[config.mk]
export PLATFORM = sky130hd
export DESIGN_NAME = wb_arbiter
export DESIGN_NICKNAME = d
export VERILOG_FILES = /design/src/rtl/wb_arbiter.sv
export SDC_FILE = /design/constraint.sdc
export NUM_CORES = 1
export LEC_CHECK = 0
export BUFFER_PORTS_ARGS = -buffer_cell sky130_fd_sc_hd__buf_2
export CAP_MARGIN = 10
export CORE_UTILIZATION = 45
export DETAILED_ROUTE_END_ITERATION = 16
export PLACE_DENSITY = 0.79
export SLEW_MARGIN = 15
export SYNTH_ARGS = -nofsm -noshare
export SYNTH_HDL_FRONTEND = slang
export SYNTH_SLANG_ARGS = --single-unit
export TNS_END_PERCENT = 1
[constraint.sdc]
create_clock -name clk -period 5.59 [get_ports clk]
set_input_delay 0.8385 -clock clk [delete_from_list [all_inputs] [get_ports clk]]
set_output_delay 0.8385 -clock clk [all_outputs]
set_load 0.03 [all_outputs]
[src/rtl/wb_arbiter.sv]
// Purpose: round-robin writeback arbiter feeding the scalar regfile write port,
//          plus a 32-entry pending-write scoreboard used by issue for RAW stalls.
// Latency: 1 cycle from the accepting edge to rd_addr_o/rd_data_o/reg_write_en_o.
// Backpressure: the sink always accepts, so one source is granted every cycle
//          in which any source is valid; ungranted sources hold their result.
// Ports:
//   clk, rst                  clock, synchronous active-high reset
//   src_valid_i/src_ready_o   per-source valid/ready (index 0=ALU, 1=LSU, 2=MDU)
//   src_rd_i, src_data_i      per-source destination register and result, packed
//   rd_addr_o, rd_data_o,
//   reg_write_en_o            registered regfile write port
//   sb_set_i, sb_set_rd_i     issue-side allocation of a pending write
//   busy_o                    scoreboard, bit r set while a write to xr is pending
module wb_arbiter #(
  parameter int DATA_WIDTH = 32,
  parameter int NUM_SRC    = 3
) (
  input  logic                          clk,
  input  logic                          rst,
  input  logic [NUM_SRC-1:0]            src_valid_i,
  output logic [NUM_SRC-1:0]            src_ready_o,
  input  logic [NUM_SRC*5-1:0]          src_rd_i,
  input  logic [NUM_SRC*DATA_WIDTH-1:0] src_data_i,
  output logic [4:0]                    rd_addr_o,
  output logic [DATA_WIDTH-1:0]         rd_data_o,
  output logic                          reg_write_en_o,
  input  logic                          sb_set_i,
  input  logic [4:0]                    sb_set_rd_i,
  output logic [31:0]                   busy_o
);

  localparam int PTR_W = $clog2(NUM_SRC);

  logic [PTR_W-1:0]      ptr_q, ptr_d;
  logic [4:0]            rd_addr_q, rd_addr_d;
  logic [DATA_WIDTH-1:0] rd_data_q, rd_data_d;
  logic                  wen_q, wen_d;
  logic [31:0]           busy_q, busy_d;

  logic [2*NUM_SRC-1:0]  vld_rot;
  logic [NUM_SRC-1:0]    grant;
  logic [PTR_W-1:0]      win;
  logic                  any_vld;
  logic                  xfer;
  logic [4:0]            sel_rd;
  logic [DATA_WIDTH-1:0] sel_dat;

  // Rotate the valid vector so bit k corresponds to source (ptr+k) mod NUM_SRC;
  // the first set bit in the low NUM_SRC positions is the winner.
  always_comb begin
    int w;
    vld_rot = {src_valid_i, src_valid_i} >> ptr_q;
    any_vld = 1'b0;
    win     = '0;
    w       = 0;
    for (int k = 0; k < NUM_SRC; k++) begin
      if (!any_vld && vld_rot[k]) begin
        any_vld = 1'b1;
        w       = int'(ptr_q) + k;
        if (w >= NUM_SRC) w = w - NUM_SRC;
        win     = PTR_W'(w);
      end
    end
    grant = '0;
    if (any_vld) grant[win] = 1'b1;
  end

  // Ready is combinational on valid; nothing is accepted while reset is held.
  assign src_ready_o = rst ? '0 : grant;
  assign xfer        = any_vld && !rst;

  always_comb begin
    sel_rd  = '0;
    sel_dat = '0;
    for (int i = 0; i < NUM_SRC; i++) begin
      if (grant[i]) begin
        sel_rd  = src_rd_i[i*5 +: 5];
        sel_dat = src_data_i[i*DATA_WIDTH +: DATA_WIDTH];
      end
    end
  end

  always_comb begin
    ptr_d     = ptr_q;
    rd_addr_d = rd_addr_q;
    rd_data_d = rd_data_q;
    wen_d     = 1'b0;
    if (xfer) begin
      ptr_d     = (win == PTR_W'(NUM_SRC - 1)) ? '0 : win + 1'b1;
      rd_addr_d = sel_rd;
      rd_data_d = sel_dat;
      // x0 results are consumed but never written.
      wen_d     = (sel_rd != 5'd0);
    end

    // Clear on the regfile commit edge first, so a same-edge set on the same
    // register (a newer outstanding write) wins.
    busy_d = busy_q;
    if (wen_q) busy_d[rd_addr_q] = 1'b0;
    if (sb_set_i && (sb_set_rd_i != 5'd0)) busy_d[sb_set_rd_i] = 1'b1;
    busy_d[0] = 1'b0;
  end

  always_ff @(posedge clk) begin
    if (rst) begin
      ptr_q     <= '0;
      rd_addr_q <= '0;
      rd_data_q <= '0;
      wen_q     <= 1'b0;
      busy_q    <= '0;
    end else begin
      ptr_q     <= ptr_d;
      rd_addr_q <= rd_addr_d;
      rd_data_q <= rd_data_d;
      wen_q     <= wen_d;
      busy_q    <= busy_d;
    end
  end

  assign rd_addr_o      = rd_addr_q;
  assign rd_data_o      = rd_data_q;
  assign reg_write_en_o = wen_q;
  assign busy_o         = busy_q;

endmodule

* Word-level counts from Yosys, hierarchy flattened
Cells that the tools add are included.
** Storage, ports and cells
- Register bits after elaboration :: 72
- Logic and storage cells :: 66
** Operators by class
- Order comparisons :: 9
- Shift-type cells :: 1
- $add $sub $neg :: 6
- Bitwise operators :: 4
- Mux-type cells :: 26
- Reduce and logical (&&, ||, !) cells :: 13
- Eq/ne operators :: 1
** Operator list (number)
- two-way mux 32 bit :: 5
- AND 32 bit :: 1
- inverter 32 bit :: 1
- bitwise OR 32 bit :: 1
- two-way mux 5 bit :: 3
- two-way mux 2 bit :: 7
- < comparator 5 x 6 -> 1 bit (second input constant) :: 2
- demux 1 bit (select 5 bit) :: 2
- greater-or-equal comparator 5 x 1 -> 1 bit (second input constant) :: 2
- nonzero test 5 bit :: 2
- logical AND 1 bit :: 7
- greater-or-equal comparator 3 x 2 -> 1 bit (second input constant) :: 2
- two-way mux 1 bit :: 6
- two-way mux 3 bit :: 2
- right shift 6 x 2 -> 3 bit :: 1
- subtractor 2 bit (second input constant) :: 3
- adder 2 x 1 -> 3 bit (second input constant) :: 1
- adder 2 x 2 -> 3 bit (second input constant) :: 1
- logical NOT 1 bit :: 3
- < comparator 2 x 3 -> 1 bit (second input constant) :: 1
- adder 2 x 1 -> 2 bit (second input constant) :: 1
- demux 1 bit (select 2 bit) :: 1
- == test 2 bit (second input constant) :: 1
- greater-or-equal comparator 2 x 1 -> 1 bit (second input constant) :: 1
- 3 further kinds :: 3

* Logic depth before layout (Yosys ltp)
Gate-level depths: netlist of the first run.
- Depth in word-level cells :: 17
- Gate-level depth with buffers :: 11
- Depth with buffers taken out :: 8

* Least setup slack after synthesis of the first run
OpenSTA, ideal clock, no wires.
- Path type :: input to output
- Start point :: input port src_valid_i[1]
- End point :: output port src_ready_o[0]
- Slack :: 1.645 ns
- Buffers on the path :: 2
- Cell stages on the path :: 7
- Data required time :: 4.752 ns
- Arrival time :: 3.106 ns
- Path through :: buf_2 and3b_1 a311o_1 a32oi_4 nand2_4 buf_6 nor4_1
** Between the ends
- Cells in the longest elaborated chain, start to end :: 14
- Elaborated cells between the ends (all ways) :: 18
** Ends and longest elaborated chain
- start: declaration :: line 20 : input logic [NUM_SRC-1:0] src_valid_i,
- right shift 6 x 2 -> 3 bit (*) :: line 52 : vld_rot = {src_valid_i, src_valid_i} >> ptr_q;
- two-way mux 1 bit :: line 57 : if (!any_vld && vld_rot[k]) begin
- logical NOT 1 bit :: line 57
- logical AND 1 bit :: line 57
- two-way mux 1 bit :: line 57
- logical NOT 1 bit :: line 57
- logical AND 1 bit :: line 57
- two-way mux 2 bit :: line 57
- < comparator 2 x 3 -> 1 bit (not written as such) or greater-or-equal comparator 2 x 1 -> 1 bit (tied branches) :: line 65 : if (any_vld) grant[win] = 1'b1;
- logical AND 1 bit (not written as such) :: line 65
- two-way mux 1 bit (not written as such) :: line 65
- demux 1 bit (select 2 bit) :: line 65
- two-way mux 3 bit (*) :: line 65
- two-way mux 3 bit (*) :: line 69 : assign src_ready_o = rst ? '0 : grant;
- end: declaration :: line 21 : output logic [NUM_SRC-1:0] src_ready_o,
Mark *: on every way between the ends. The rest lies on a longest branch, timed or not.

* Worst setup path in the final report of the first run
- Start point :: input port src_valid_i[1]
- End point :: output port src_ready_o[1]
Same word-level chain as after synthesis.

==> summary.md, run 1 <==
| Metric | Value |
|---|---|
| Status | `complete, no violations` |
| CP top delay family | `simple AND/OR/NAND/NOR gates` |
| CP Data Arrival Time | `~3200 ps` |
| CTS Sinks | `71` |
| # nets final | `between 700 and 800` |
| Post-CTS Setup Bufs | `0` |
| Nature of the critical path startpoint | `primary input` |
| Die Y | `around 95 microns` |
| Hpwl dp | `8495 microns` |
| Cells after Synth | `between 400 and 500` |
| Sum Neg Setup Slack | `0 ps` |
| Largest net degree at the start of global routing | `between 50 and 60` |
| Post-synth top flop | `dfxtp_1` |
| TritonCTS clock tree | `done` |
| Post-route minimum period | `4019 ps` |
| CP cell instances | `buf_2, and3b_1, a311o_1, a32oi_4, nand2_4, nor4_2, buf_2` |
| PwrDens | `533.6 nW/um^2` |
| Highest Clock Rate | `approximately 0.25 GHz` |
| Hold_buf cts | `0` |
| Cell area after synthesis | `3860 sq um` |
| Gate power share | `a little under three fifths` |
| Syn nets | `570` |
| Setup Skew | `between 3 and 4 ps` |
| WL per Instance | `16.23 microns` |
| Max Root-Sink Buffers | `2` |
| Critical path fanouts, max | `35` |
| FF/Latch Area | `1421 sq um` |
| Die width | `94.62 microns` |
| Fin. max-slew vios | `0` |
| Highest-count cells in the layout ignoring fill and taps | `buf_2, dfxtp_1, o21ai_0` |
| Sequential share of power | `between 20% and 30%` |
| Vias in the first global route | `3,968` |
| HP Start | `busy_o[4]` |
| Core footprint | `8258 sq um` |
| Synth warn | `0` |
| Routing usage on met2 | `around 44%` |
| Internal Power | `around 1.5 mW` |
| Via/cell ratio | `between 5 and 6` |
| Gr usage total | `26.22%` |
| Initial Utilization | `a little under half` |
| FF+latch count, synth | `a little over 70` |
| Post-CTS sizing | `0` |
| IO Port Bufs | `around 190` |
| Clk pwr share | `between 10% and 20%` |
| Root buf cell | `clkbuf_8` |
| Grt total ovfl | `0` |
| RSZ-0062 raised after global routing | `false` |
| Tightest Hold Check Type | `reg2reg` |
| Worst-skew pair later-pin latency | `340 ps` |
| Worst relative slew slack | `35.58%` |
| Detailed-route DRC error count | `0` |
| Met1 usage | `a little under a third` |
| Vias | `4,144` |
| DRT iter0 DRCs | `147` |
| GRT Max-Usage Layer | `met2` |
| H-tree depth | `3` |
| Worst Setup End Kind | `primary output` |
| Final setup fails | `0` |
| Worst setup path startpoint | `src_valid_i[1]` |
| R2R Path Start | `ptr_q[0]` |
| Placed cell count | `slightly above 700` |
| Met3 Usage GRT | `8.454%` |
| Diode count | `0` |
| Pre-Repair DR Iteration Count | `5` |
| Post-Route WL | `11,770 microns` |
| Most common cell after layout, fill and taps aside | `buf_2` |
| CTS buffer count | `9` |
| Synth cell types | `52` |
| Final Cycle Share | `71.90%` |
| CP required | `about 4800 ps` |
| Asr flop ratio synth | `0%` |
| Final cell count without fillers | `725` |
| Ports | `195` |
| Clk slew on worst S/H paths | `roughly 70 ps` |
| Tightest Pin Transition | `roughly 960 ps` |
| Global placement routability congestion | `between 0.8 and 0.9` |
| Most frequent CP cell | `buf_2` |
| Psw | `around 1.2 mW` |
| Critical setup path kind | `in2out` |
| Max stage delay on crit path | `490 ps` |
| CP max stage cell | `a32oi_4` |
| VDD IR max | `between 200 and 300 uV` |
| Post-synth EDFFs | `0` |
| Share of cells above drive strength 1 | `39.19%` |
| Mean post-synth cell area | `8.694 sq um` |
| Max Cap Viol | `0` |
| Initial antenna violation count | `0` |
| Antenna Violating Nets Remaining | `0` |
| Die area | `approximately 9000 sq um` |
| Sequential share of the synthesized area | `36.82%` |
| Leakage power | `around 2.2 nW` |
| Fill count | `754` |
| Net Sw Frac | `between 40% and 50%` |
| Synth-to-layout area growth | `30.05%` |
| Multi-input logic area | `around 2200 sq um` |
| Row cnt | `33` |
| First-pass GRT wire length | `around 18,000 microns` |
| Fin. Hold Viols | `0` |
| WP buf/inv | `2` |
kinds of logic (layout without fill, tap and decap cells):
group / count (synthesis) / after routing / share of synthesized area, %
AO/OA/AOI/OAI: 143 / 143 / 25.71
adder cells (fa/ha/maj): 4 / 4 / 1.297
buffers and inverters: 43 / 219 / 5.672
flip-flops: 71 / 71 / 36.82
multiplexers: 35 / 35 / 10.79
other: 1 / 1 / 0.09715
AND/OR/NAND/NOR: 147 / 147 / 19.61
path summary, 6_finish.rpt:
kind	end	slack [ps]	cells past startpoint
worst max register to register	rd_data_o[24]	2460	8
worst min-delay path	busy_o[4]	470	2
worst min register to register	busy_o[4]	470	2
worst max-delay path	src_ready_o[1]	1570	7
metal layers:
layer / share of wire, % / wire, microns
met1: 40 / 4655
met2: 49 / 5795
met3: 9.1 / 1075
met4: 2.1 / 242
met5: 0 / 0
state kept, by name, indices dropped and copies added, names as in the netlist:
register and flops:
busy_o 31, ptr_q 2, rd_addr_o 5, rd_data_o 32, reg_write_en_o 1
worst register-to-register path: cells and delay by family (launching register included):
kind | cells | cell delay (ps)
AO/OA/AOI/OAI | 3 | 1040
buffers and inverters | 2 | 590
flip-flops | 1 | 580
adder cells (fa/ha/maj) | 1 | 480
AND/OR/NAND/NOR | 2 | 330
synthesized netlist by cell type, drive strengths merged, types with 2 or more instances:
cell type	count	area [sq um]
a21oi	37	185.2
o21ai	53	269.0
and3b	3	26.28
nor3b	4	30.03
a211oi	5	37.54
o21a	5	37.54
nor3	16	80.08
ha	4	50.05
nor2	44	183.9
clkbuf	21	78.83
mux2i	3	30.03
a32oi	6	78.83
nand2b	4	25.02
nand2	40	157.6
nor2b	4	25.02
nand3b	6	45.04
buf	16	117.6
nor4	3	25.02
nand3	3	15.01
or3b	2	17.52
nand4	10	62.56
a221oi	32	336.6
and3	2	12.51
mux2	32	386.6
inv	6	22.52
dfxtp	71	1421
area by class of cell:
| cell class | instances | share of cell area (%) |
|---|---|---|
| inverters | 6 | 0.4487 |
| clock inverters | 3 | 1.296 |
| repair buffers | 197 | 19.84 |
| well taps | 105 | 2.617 |
| multi-input cells | 330 | 44.32 |
| clock buffers | 13 | 3.165 |
| flip-flops and latches | 71 | 28.32 |
metrics by stage:
stage	instance area (sq um)	utilization, %	hold WS [ps]	power (mW)	worst slack [ps]
after floorplan	3860	-	606.4	1.930	1645
after global placement	4796	58.08	455.7	2.177	1739
after detailed placement	4796	58.08	467.3	2.218	1586
after CTS	5020	60.79	476.9	2.685	1583
after global routing	5020	60.79	505.9	2.839	1381
final	5020	60.79	474.9	2.678	1571
power groups by stage:
stage          registers, mW  logic [mW]  clock network [mW]
6_report               0.741        1.48               0.462
2_1_floorplan          0.947       0.983                   0
3_3_place_gp           0.742        1.43                   0
4_1_cts                0.738        1.48               0.472
3_5_place_dp           0.746        1.47                   0
5_1_grt                0.757        1.59               0.496
Power figures use the tool's default switching activity.
==> inputs of run 2 (changes only) <==
==> constraint.sdc (replaced) <==
create_clock -name clk -period 4 [get_ports clk]
set_input_delay 0.6 -clock clk [delete_from_list [all_inputs] [get_ports clk]]
set_output_delay 0.6 -clock clk [all_outputs]
set_load 0.03 [all_outputs]
==> summary.md, run 2 (synthesis gave the netlist of run 1 again) <==
| Metric | Value |
|---|---|
| # nets final | `742` |
| Antenna Violating Nets Remaining | `0` |
| Worst reg2reg path endpoint | `reg_write_en_o` |
| Max Cap Viol | `0` |
| Routing usage on met2 | `~44%` |
| Final setup fails | `0` |
| Grt total ovfl | `0` |
| Leakage power | `about 2.2 nW` |
| Worst Setup End Kind | `primary output` |
| GRT Max-Usage Layer | `met2` |
| Gr usage total | `26.18%` |
| Initial antenna violation count | `0` |
| Vias in the first global route | `between 4,000 and 5,000` |
| Max Root-Sink Buffers | `2` |
| Post-CTS sizing | `0` |
| Tightest Pin Transition | `between 900 and 1000 ps` |
| Worst relative slew slack | `36.30%` |
| Tightest Hold Check Type | `reg2reg` |
| CP Data Arrival Time | `between 2000 and 3000 ps` |
| Detailed-route DRC error count | `0` |
| Worst setup path startpoint | `ptr_q[0]` |
| Post-route minimum period | `between 3000 and 4000 ps` |
| CP cell instances | `inv_1, ha_1, a32oi_2, o21ai_1, nor4_1, buf_2` |
| Fin. max-slew vios | `0` |
| Clk slew on worst S/H paths | `about 80 ps` |
| WL per Instance | `around 16 microns` |
| Setup Skew | `7.985 ps` |
| Ports | `195` |
| RSZ-0062 raised after global routing | `false` |
| Hold_buf cts | `0` |
| VDD IR max | `~440 uV` |
| Highest-count cells in the layout ignoring fill and taps | `buf_2, dfxtp_1, o21ai_0` |
| First-pass GRT wire length | `18,530 microns` |
| Post-Layout Inst Area | `approximately 5000 sq um` |
| Core footprint | `8258 sq um` |
| Cells on worst reg2reg path | `7` |
| Fin. Hold Viols | `0` |
| Worst path depth | `6` |
| Hpwl dp | `8406 microns` |
| Diode count | `0` |
| Post-CTS Setup Bufs | `0` |
| CTS Sinks | `between 70 and 80` |
| CP top delay family | `compound AO/OA/AOI/OAI gates` |
| Row cnt | `33` |
| Max stage delay on crit path | `around 570 ps` |
| Most common cell after layout, fill and taps aside | `buf_2` |
| Status | `complete, no violations` |
| CP max stage cell | `dfxtp_1` |
| Critical path fanouts, max | `13` |
| CTS buffer count | `9` |
| R2R Path Start | `ptr_q[0]` |
| H-tree depth | `3` |
| Die area | `approximately 9000 sq um` |
| Global placement routability congestion | `between 0.8 and 0.9` |
| Met1 usage | `31.19%` |
| Vias | `roughly 4,200` |
| PwrDens | `734.7 nW/um^2` |
| Highest Clock Rate | `between 0.2 and 0.3 GHz` |
| Largest net degree at the start of global routing | `a little over 40` |
| Worst-skew pair later-pin latency | `approximately 340 ps` |
| R2R Setup Slk | `approximately 1000 ps` |
| Max reg flops | `32` |
| Die Y | `94.62 microns` |
| Initial Utilization | `a little under half` |
| Placed cell area | `a little under 5000 sq um` |
| Post-Route WL | `roughly 12,000 microns` |
| Critical setup path kind | `reg2out` |
| Synth-to-layout area growth | `29.56%` |
| Critical Path End | `src_ready_o[0]` |
| Sum Neg Setup Slack | `0 ps` |
| Met3 Usage GRT | `7.649%` |
| Die width | `approximately 95 microns` |
| TritonCTS clock tree | `done` |
| Share of cells above drive strength 1 | `roughly two fifths` |
| Root buf cell | `clkbuf_8` |
| Via/cell ratio | `approximately 5.7` |
| Final Cycle Share | `between 80% and 90%` |
| CP required | `~3400 ps` |
| Pre-Repair DR Iteration Count | `4` |
| Nature of the critical path startpoint | `flip-flop` |
| WP buf/inv | `2` |
| IO Port Bufs | `just under 200` |
| DRT iter0 DRCs | `about 180` |
-- run 2: changes by cell type in the layout (fill, tap and decap cells not counted), sizes merged --
| cell | before | now |
|---|---|---|
| clkbuf | 13 | 9 |
| buf | 197 | 198 |
| bufinv | 2 | 1 |
| clkinvlp | 0 | 1 |
| clkinv | 1 | 5 |
-- run 2: how the worst min path moves through the flow --
stage	startpoint	end	slack, ps	cells past startpoint
CTS	busy_o[31]	busy_o[31]	480	2
detailed placement	busy_o[31]	busy_o[31]	460	2
finish	busy_o[31]	busy_o[31]	470	2
global placement	busy_o[4]	busy_o[4]	460	2
global route	busy_o[31]	busy_o[31]	500	2
floorplan	busy_o[16]	busy_o[16]	610	2
-- run 2: area by class of cell --
| cell class | instances | area, sq um |
|---|---|---|
| clock buffers | 9 | 123.9 |
| clock inverters | 7 | 73.82 |
| fillers | 741 | 3257 |
| inverters | 6 | 22.52 |
| multi-input cells | 330 | 2225 |
| flip-flops and latches | 71 | 1421 |
| well taps | 105 | 131.4 |
| repair buffers | 198 | 1003 |
-- run 2: report_power, final --
part / internal [mW] / switching (mW) / total (mW)
clock network: 0.289 / 0.288 / 0.577
registers: 0.887 / 0.152 / 1.04
logic: 0.781 / 1.28 / 2.06
total: 1.96 / 1.72 / 3.67
-- run 2: layer usage --
metal | part of all wire (%) | routed length (microns) | up-vias
met4 | 2.3 | 272 | 0
met3 | 9.2 | 1079 | 22
met1 | 41 | 4748 | 1940
met2 | 48 | 5623 | 212
li1 | - | - | 1991
met5 | 0 | 0 | -
-- run 2: per-stage QoR --
stage	util (%)	hold WS (ps)	setup WS, ps	power [mW]	instances
CTS	60.56	475.5	672.0	3.679	726
global placement	58.17	456.2	854.0	3.045	710
finish	60.56	472.2	664.8	3.675	726
floorplan	-	606.4	532.3	2.697	444
detailed placement	58.17	464.3	810.6	3.098	710
global route	60.56	496.3	472.7	3.898	726
-- run 2: worst register-to-register path, cell delays in order, from the launching register on --
cell and delay, ps:
dfxtp_1 570, inv_1 150, ha_1 470, a32oi_2 390, o21a_1 340, buf_4 460, a21boi_0 260, a211oi_1 240
